<file path="src/rtl/blink_period_meter_pkg.sv">
// Shared types and helpers for the blink period meter.
package blink_period_meter_pkg;

    localparam logic [1:0] ST_IDLE = 2'd0;
    localparam logic [1:0] ST_RUN  = 2'd1;
    localparam logic [1:0] ST_OVF  = 2'd2;

    typedef enum logic [1:0] {
        IDLE = ST_IDLE,
        RUN  = ST_RUN,
        OVF  = ST_OVF
    } state_t;

    // Number of bits needed to hold the given value (at least 1).
    function automatic int unsigned clogb2(input int unsigned value);
        int unsigned bits;
        bits = 1;
        for (int unsigned i = 0; i < 32; i++) begin
            if ((value >> i) != 32'd0) begin
                bits = i + 1;
            end
        end
        return bits;
    endfunction

endpackage

</file>
<file path="src/rtl/tick_prescaler.sv">
// Mod-TICK_DIV counter; tick marks the last count, clr restarts the count.
module tick_prescaler
    import blink_period_meter_pkg::*;
#(
    parameter int unsigned TICK_DIV = 50000
) (
    input  logic clk,
    input  logic aclr,
    input  logic clr,
    output logic tick
);

    localparam int unsigned   PW   = clogb2(TICK_DIV - 1);
    localparam logic [PW-1:0] LAST = PW'(TICK_DIV - 1);

    logic [PW-1:0] count;

    always_ff @(posedge clk) begin
        if (!aclr) begin
            count <= '0;
        end else if (clr || (count == LAST)) begin
            count <= '0;
        end else begin
            count <= count + PW'(1);
        end
    end

    assign tick = (count == LAST);

endmodule

</file>
<file path="src/rtl/blink_period_meter.sv">
// Measures the period of a slow asynchronous square wave in prescaled ticks,
// rising edge to rising edge, with a sticky saturation flag.
module blink_period_meter
    import blink_period_meter_pkg::*;
#(
    parameter int unsigned TICK_DIV = 50000,
    parameter int unsigned W        = 16
) (
    input  logic         clk,
    input  logic         aclr,
    input  logic         sig_in,
    output logic [W-1:0] meas,
    output logic         meas_valid,
    output logic         overflow,
    output logic         armed
);

    localparam logic [W-1:0] CNT_MAX = '1;

    logic         s1;
    logic         s2;
    logic         s3;
    logic         rise_c;
    logic         tick;
    state_t       state;
    state_t       state_nxt;
    logic [W-1:0] cnt;
    logic [W-1:0] cnt_nxt;
    logic [W-1:0] meas_nxt;
    logic         meas_valid_nxt;
    logic         overflow_nxt;
    logic         armed_nxt;

    // Two-stage synchronizer plus previous-value stage for edge detection.
    always_ff @(posedge clk) begin
        if (!aclr) begin
            s1 <= 1'b0;
            s2 <= 1'b0;
            s3 <= 1'b0;
        end else begin
            s1 <= sig_in;
            s2 <= s1;
            s3 <= s2;
        end
    end

    assign rise_c = s2 & ~s3;

    tick_prescaler #(
        .TICK_DIV (TICK_DIV)
    ) u_tick_prescaler (
        .clk  (clk),
        .aclr (aclr),
        .clr  (rise_c),
        .tick (tick)
    );

    always_ff @(posedge clk) begin
        if (!aclr) begin
            state      <= IDLE;
            cnt        <= '0;
            meas       <= '0;
            meas_valid <= 1'b0;
            overflow   <= 1'b0;
            armed      <= 1'b0;
        end else begin
            state      <= state_nxt;
            cnt        <= cnt_nxt;
            meas       <= meas_nxt;
            meas_valid <= meas_valid_nxt;
            overflow   <= overflow_nxt;
            armed      <= armed_nxt;
        end
    end

    // A rise takes priority over a coincident saturating tick; the captured
    // result then saturates at CNT_MAX.
    always_comb begin
        state_nxt      = state;
        cnt_nxt        = cnt;
        meas_nxt       = meas;
        meas_valid_nxt = 1'b0;
        overflow_nxt   = overflow;
        armed_nxt      = armed;
        unique case (state)
            IDLE: begin
                if (rise_c) begin
                    state_nxt = RUN;
                    cnt_nxt   = '0;
                    armed_nxt = 1'b1;
                end
            end
            RUN: begin
                if (rise_c) begin
                    meas_nxt       = (tick && (cnt != CNT_MAX)) ? cnt + W'(1) : cnt;
                    meas_valid_nxt = 1'b1;
                    cnt_nxt        = '0;
                end else if (tick) begin
                    if (cnt == CNT_MAX) begin
                        state_nxt    = OVF;
                        overflow_nxt = 1'b1;
                    end else begin
                        cnt_nxt = cnt + W'(1);
                    end
                end
            end
            OVF: begin
                if (rise_c) begin
                    state_nxt    = RUN;
                    cnt_nxt      = '0;
                    overflow_nxt = 1'b0;
                end
            end
            default: begin
                state_nxt = IDLE;
            end
        endcase
    end

endmodule

</file>
<file path="config.mk">
export PLATFORM = sky130hd
export DESIGN_NAME = blink_period_meter
export DESIGN_NICKNAME = d
export VERILOG_FILES = /design/src/rtl/blink_period_meter_pkg.sv /design/src/rtl/tick_prescaler.sv /design/src/rtl/blink_period_meter.sv
export SDC_FILE = /design/constraint.sdc
export NUM_CORES = 1
export LEC_CHECK = 0
export CAP_MARGIN = 20
export CORE_MARGIN = 2
export CORE_UTILIZATION = 45
export DETAILED_ROUTE_END_ITERATION = 7
export GPL_ROUTABILITY_DRIVEN = 1
export HOLD_SLACK_MARGIN = 0.06
export SKIP_LAST_GASP = 1
export SLEW_MARGIN = 20
export SYNTH_ARGS = -nofsm -noshare
export SYNTH_HDL_FRONTEND = slang
export SYNTH_HIERARCHICAL = 1
export SYNTH_SLANG_ARGS = --single-unit
</file>
<file path="constraint.sdc">
create_clock -name clk -period 6.55 [get_ports clk]
set_clock_uncertainty 0.2 [all_clocks]
set_input_delay 1.31 -clock clk [delete_from_list [all_inputs] [get_ports clk]]
set_output_delay 1.31 -clock clk [all_outputs]
set_load 0.05 [all_outputs]
</file>
; ---- After elaboration in Yosys (flattened, before gate mapping)
; Index checks and enable logic that the tools add are counted.
; Widths: inputs -> output; s select.
[classes]
add_sub_neg = 2
n_eq_ne = 12
n_mux = 17
n_bitwise = 3
reduce_logical = 13
[ops]
columns = cell, n
row1 = $mux 16, 5
row2 = $add 16x1->16 const B, 2
row3 = $eq 16x16->1 const B, 2
row4 = $pmux 16 s2, 1
row5 = $ne 16x16->1 const B, 1
row6 = $mux 2, 4
row7 = $reduce_and 4->1, 2
row8 = $ne 2x2->1 const B, 3
row9 = $ne 3x2->1 const B, 2
row10 = $reduce_and 2->1, 3
row11 = $mux 1, 5
row12 = $reduce_and 5->1, 1
row13 = $ne 2x1->1 const B, 2
row14 = $pmux 2 s2, 1
row15 = $reduce_bool 2->1, 2
row16 = $reduce_or 2->1, 2
row17 = $eq 2x1->1 const B, 1
row18 = $eq 2x2->1 const B, 1
row19 = $logic_not 2->1, 1
row20 = $not 1->1, 2
row21 = $pmux 1 s2, 1
row22 = $and 1x1->1, 1
row23 = $logic_and 1x1->1, 1
row24 = $logic_or 1x1->1, 1
[word_totals]
regBits = 56
input_bits = 3
output_inout_bits = 19
wordCells = 57

; ---- Logic depth before layout (Yosys ltp)
[logic_depth]
ltp_word = 5
depth_mapped = 9
mapped_depth_nobuf = 9

; ---- Hierarchy
; The synthesis kept the hierarchy.
[by_module_without_submodules]
columns = mod, n_inst, cells_per_inst, area_each_um2, seq_area_each_um2
row1 = blink_period_meter, 1, 245, 2108.3, 800.8
row2 = tick_prescaler, 1, 80, 799.5, 320.3

; ---- Worst setup path before layout
; Ideal clock, no wire load.
[synth_timing]
path_type = input -> register
from = input port aclr
to = register cnt[15]
setup_ps = 62
t_arrival_ps = 2503
t_required_ps = 6288
slack_ps = 3785
cell_stages = 5
path_buffers = 1
path_cell_list = clkbuf_8 nand3_1 or3_4 or3_1 nand3_1
[synth_lines]
columns = item, line
row1 = from (decl), blink_period_meter.sv:10  ; input logic aclr,
row2 = to (signal assigned), blink_period_meter.sv:68  ; cnt <= cnt_nxt;
row3 = to (decl), blink_period_meter.sv:27  ; logic [W-1:0] cnt;

==> run_results.csv <==
group,metric,value,unit
yosys,syn_inst,325,
drt,route.detailed.drc,0,
yosys,synth_cell_type_count,58,
global_route,grt_use_total,0.190,
clock_tree,cts_tree,"built",
clock_tree,cts-root-buf,"clkbuf_8",
yosys,yosysWarnings,6,
global_route,grt_pass1_wl,11.1,mm
clock_tree,post_cts_buffers,0,
drt,wl,6.42,mm
critical_path,cp-end-kind,"flop",
sta,final_max_slew_viol_count,0,
yosys,ys_ff_latch,56,
cells_and_area,syn2layout_area_growth,9.94,%
sta,slew_headroom,0.454,
global_route,grt-ovfl-total,0,
drt,wire_per_inst,15.4,µm
sta,clock.fmax,0.292,GHz
floorplan,fp.dieArea,0.00712,mm²
cells_and_area,final_cells,417,
placed_design,numPortBuffers,21,
power,vdd.ir_drop.worst,0.112,mV
sta,post-route-period-util,0.523,
critical_path,start_kind,"input port",
placed_design,dp_cells,409,
critical_path,crit_type,"in -> reg",
placed_design,dpl.hpwl,4.56,mm
cells_and_area,drive_gt1_frac,0.126,
placed_design,pre_cts_slack,2.82,ns
critical_path,crit_fanout,28,
yosys,ys_seq_area_frac,0.386,
yosys,syn_area,0.00291,mm²
critical_path,worstPathRequired,6.61,ns
clock_tree,cts_hold_buf,0,
sta,tightest_slew,0.820,ns
sta,min_period,3.43,ns
cells_and_area,n_antenna_cell,0,
global_route,grt_max_degree,29,
drt,dr.pass1.iters,4,
power,p_leak,1.09,nW
clock_tree,htree_levels,2,
drt,via_count,2366,
clock_tree,cts.sinks,56,
flow_run,max-cap-violations,0,
clock_tree,clock_latency,0.31,ns
clock_tree,cts_buffers,5,
clock_tree,clock_path_buffers,2,
floorplan,pin_count,22,
floorplan,rows,29,
sta,rsz0062_at_grt,"false",
yosys,async_reset_ff_frac,0,
clock_tree,clkSlewWorstSetupHoldPaths,0.10,ns
global_route,antenna_found_initial,0,
floorplan,dieHeight,84.4,µm
cells_and_area,final_core_util,0.506,
floorplan,core,0.00631,mm²
critical_path,critPathArrivalTime,3.49,ns
global_route,grt_pass1_vias,2228,
yosys,ys.flop_type,"dfxtp_1",
min_path,min_path_type,"reg -> reg",
yosys,syn_area_per_cell,8.95,µm²
floorplan,die_w,84.4,µm
yosys,synth-edff-count,0,
placed_design,routabilityCongestion,0.842,
yosys,syn_nets,330,
drt,drt_iter0_drc,88,
sta,setup_viol,0,
sta,tns,0,ns
cells_and_area,fin_nets,344,
drt,avgViaCountPerCell,5.67,
power,power_density,181,mW/mm²
clock_tree,cts_resized,0,
cells_and_area,nFillCells,638,
run_status,status,"finished, final reports clean",
drt,ant_nets,0,
sta,hold_viol,0,
floorplan,initial_core_util,0.461,
sta,fin_ws,3.12,ns
area by class of cell:
| cell class | instances | area [µm²] | area share |
|---|---|---|---|
| Sequential cell | 56 | 1120 | 0.351 |
| Inverter | 9 | 33.8 | 0.0106 |
| Clock buffer | 6 | 82.6 | 0.0258 |
| Timing Repair Buffer | 22 | 218 | 0.0681 |
| Multi-Input combinational cell | 245 | 1630 | 0.510 |
| Tap cell | 77 | 96.3 | 0.0301 |
| Clock inverter | 2 | 15.0 | 0.00470 |
through the flow:
step	cell area, µm²	hold slack [ns]	power (mW)
after detailed placement	3100	0.254	0.385
after global placement	3100	0.245	0.385
final	3200	0.271	0.580
after global routing	3200	0.294	0.604
after CTS	3200	0.279	0.585
after floorplan	2910	0.212	0.377
cell usage after synthesis (3+ instances only):
cell | number | area (µm²)
nand3_1 | 21 | 105
clkbuf_1 | 5 | 18.8
nand4_2 | 4 | 50.1
dfxtp_1 | 56 | 1120
nand2_1 | 20 | 75.1
nor2_1 | 34 | 128
and3_1 | 6 | 37.5
buf_6 | 3 | 33.8
or3_1 | 3 | 18.8
inv_1 | 9 | 33.8
nand2b_1 | 3 | 18.8
o21ai_0 | 33 | 165
nand4_1 | 5 | 31.3
xnor2_1 | 18 | 158
xor2_1 | 4 | 35.0
and3_2 | 3 | 22.5
a21oi_1 | 19 | 95.1
buf_4 | 3 | 22.5
nor2_2 | 4 | 25.0
and2_1 | 5 | 31.3
nor3_1 | 8 | 40.0
nor4_2 | 5 | 62.6
o31ai_1 | 4 | 30.0
nor2b_1 | 4 | 25.0
a31oi_1 | 4 | 25.0
metal layers:
layer / GRT usage / vias to the layer above / routed length (µm) / share of wire
met3: 0.0344 / 9 / 180 / 0.028
met2: 0.291 / 34 / 2970 / 0.46
met1: 0.270 / 1125 / 3170 / 0.49
met4: 0.0664 / 0 / 93 / 0.014
li1: - / 1198 / - / -
met5: 0 / - / 0 / 0
cell usage in the layout (no fill, tap or decap), types with 2 or more instances in the layout:
cell / netlist / final
and2_1: 5 / 5
o31ai_1: 4 / 4
inv_1: 9 / 9
clkdlybuf4s50_1: 0 / 21
a311oi_1: 2 / 2
nand3_2: 2 / 2
nor2_2: 4 / 4
a211o_1: 2 / 2
a211oi_1: 2 / 2
nor4_2: 5 / 5
nand2_1: 20 / 20
clkbuf_8: 2 / 6
nor2_1: 34 / 34
and3_2: 3 / 3
mux2i_1: 2 / 2
xnor2_1: 18 / 18
and4_2: 2 / 2
nand2b_1: 3 / 3
nor3_1: 8 / 8
ha_1: 2 / 2
nand3_4: 2 / 2
a31oi_1: 4 / 4
and3_1: 6 / 6
nand4_1: 5 / 5
nand3_1: 21 / 21
nand4_2: 4 / 4
xor2_1: 4 / 4
or3_1: 3 / 3
dfxtp_1: 56 / 56
clkinvlp_4: 0 / 2
o21ai_0: 33 / 33
a21oi_1: 19 / 19
nor2b_1: 4 / 4
final timing paths:
kind              slack (ns)                    to  cells after the start                                 start
setup / recovery        3.12  cnt[13]$_SDFFE_PN0P_                      6                                  aclr
hold / removal          0.27    armed$_SDFFE_PN0P_                      2                    armed$_SDFFE_PN0P_
hold reg to reg         0.27    armed$_SDFFE_PN0P_                      2                    armed$_SDFFE_PN0P_
setup reg to reg        3.53  cnt[13]$_SDFFE_PN0P_                      9  u_tick_prescaler/count[0]$_SDFF_PP0_
state kept, by name (all words and copies together) (netlist names):
name and flops:
s3 1, state 2, meas_valid 1, s1 1
cnt 16, meas 16, s2 1, overflow 1
u_tick_prescaler/count 16, armed 1
cell families (layout without fill, tap and decap cells):
group / count (synthesis) / in the layout / synth area share
muxes: 2 / 2 / 0.00688
DFF: 56 / 56 / 0.386
xor gates and xnor gates: 22 / 22 / 0.0663
and+or+nand+nor: 143 / 143 / 0.313
buffers and inverters: 24 / 39 / 0.0538
AOI/OAI and AO/OA: 76 / 76 / 0.166
adders and majority gates: 2 / 2 / 0.00860
worst max-delay path, cell delays in order:
cell	delay, ns
clkdlybuf4s50_1	0.45
buf_4	0.29
nand3_1	0.37
nor3_1	0.70
and3_1	0.26
a211o_1	0.09
power breakdown:
group / internal [mW] / switching (mW)
logic: 0.00938 / 0.0194
clock network: 0.0860 / 0.118
registers: 0.344 / 0.00349
total: 0.440 / 0.141
Note: power is estimated with default switching activity, not from simulation.
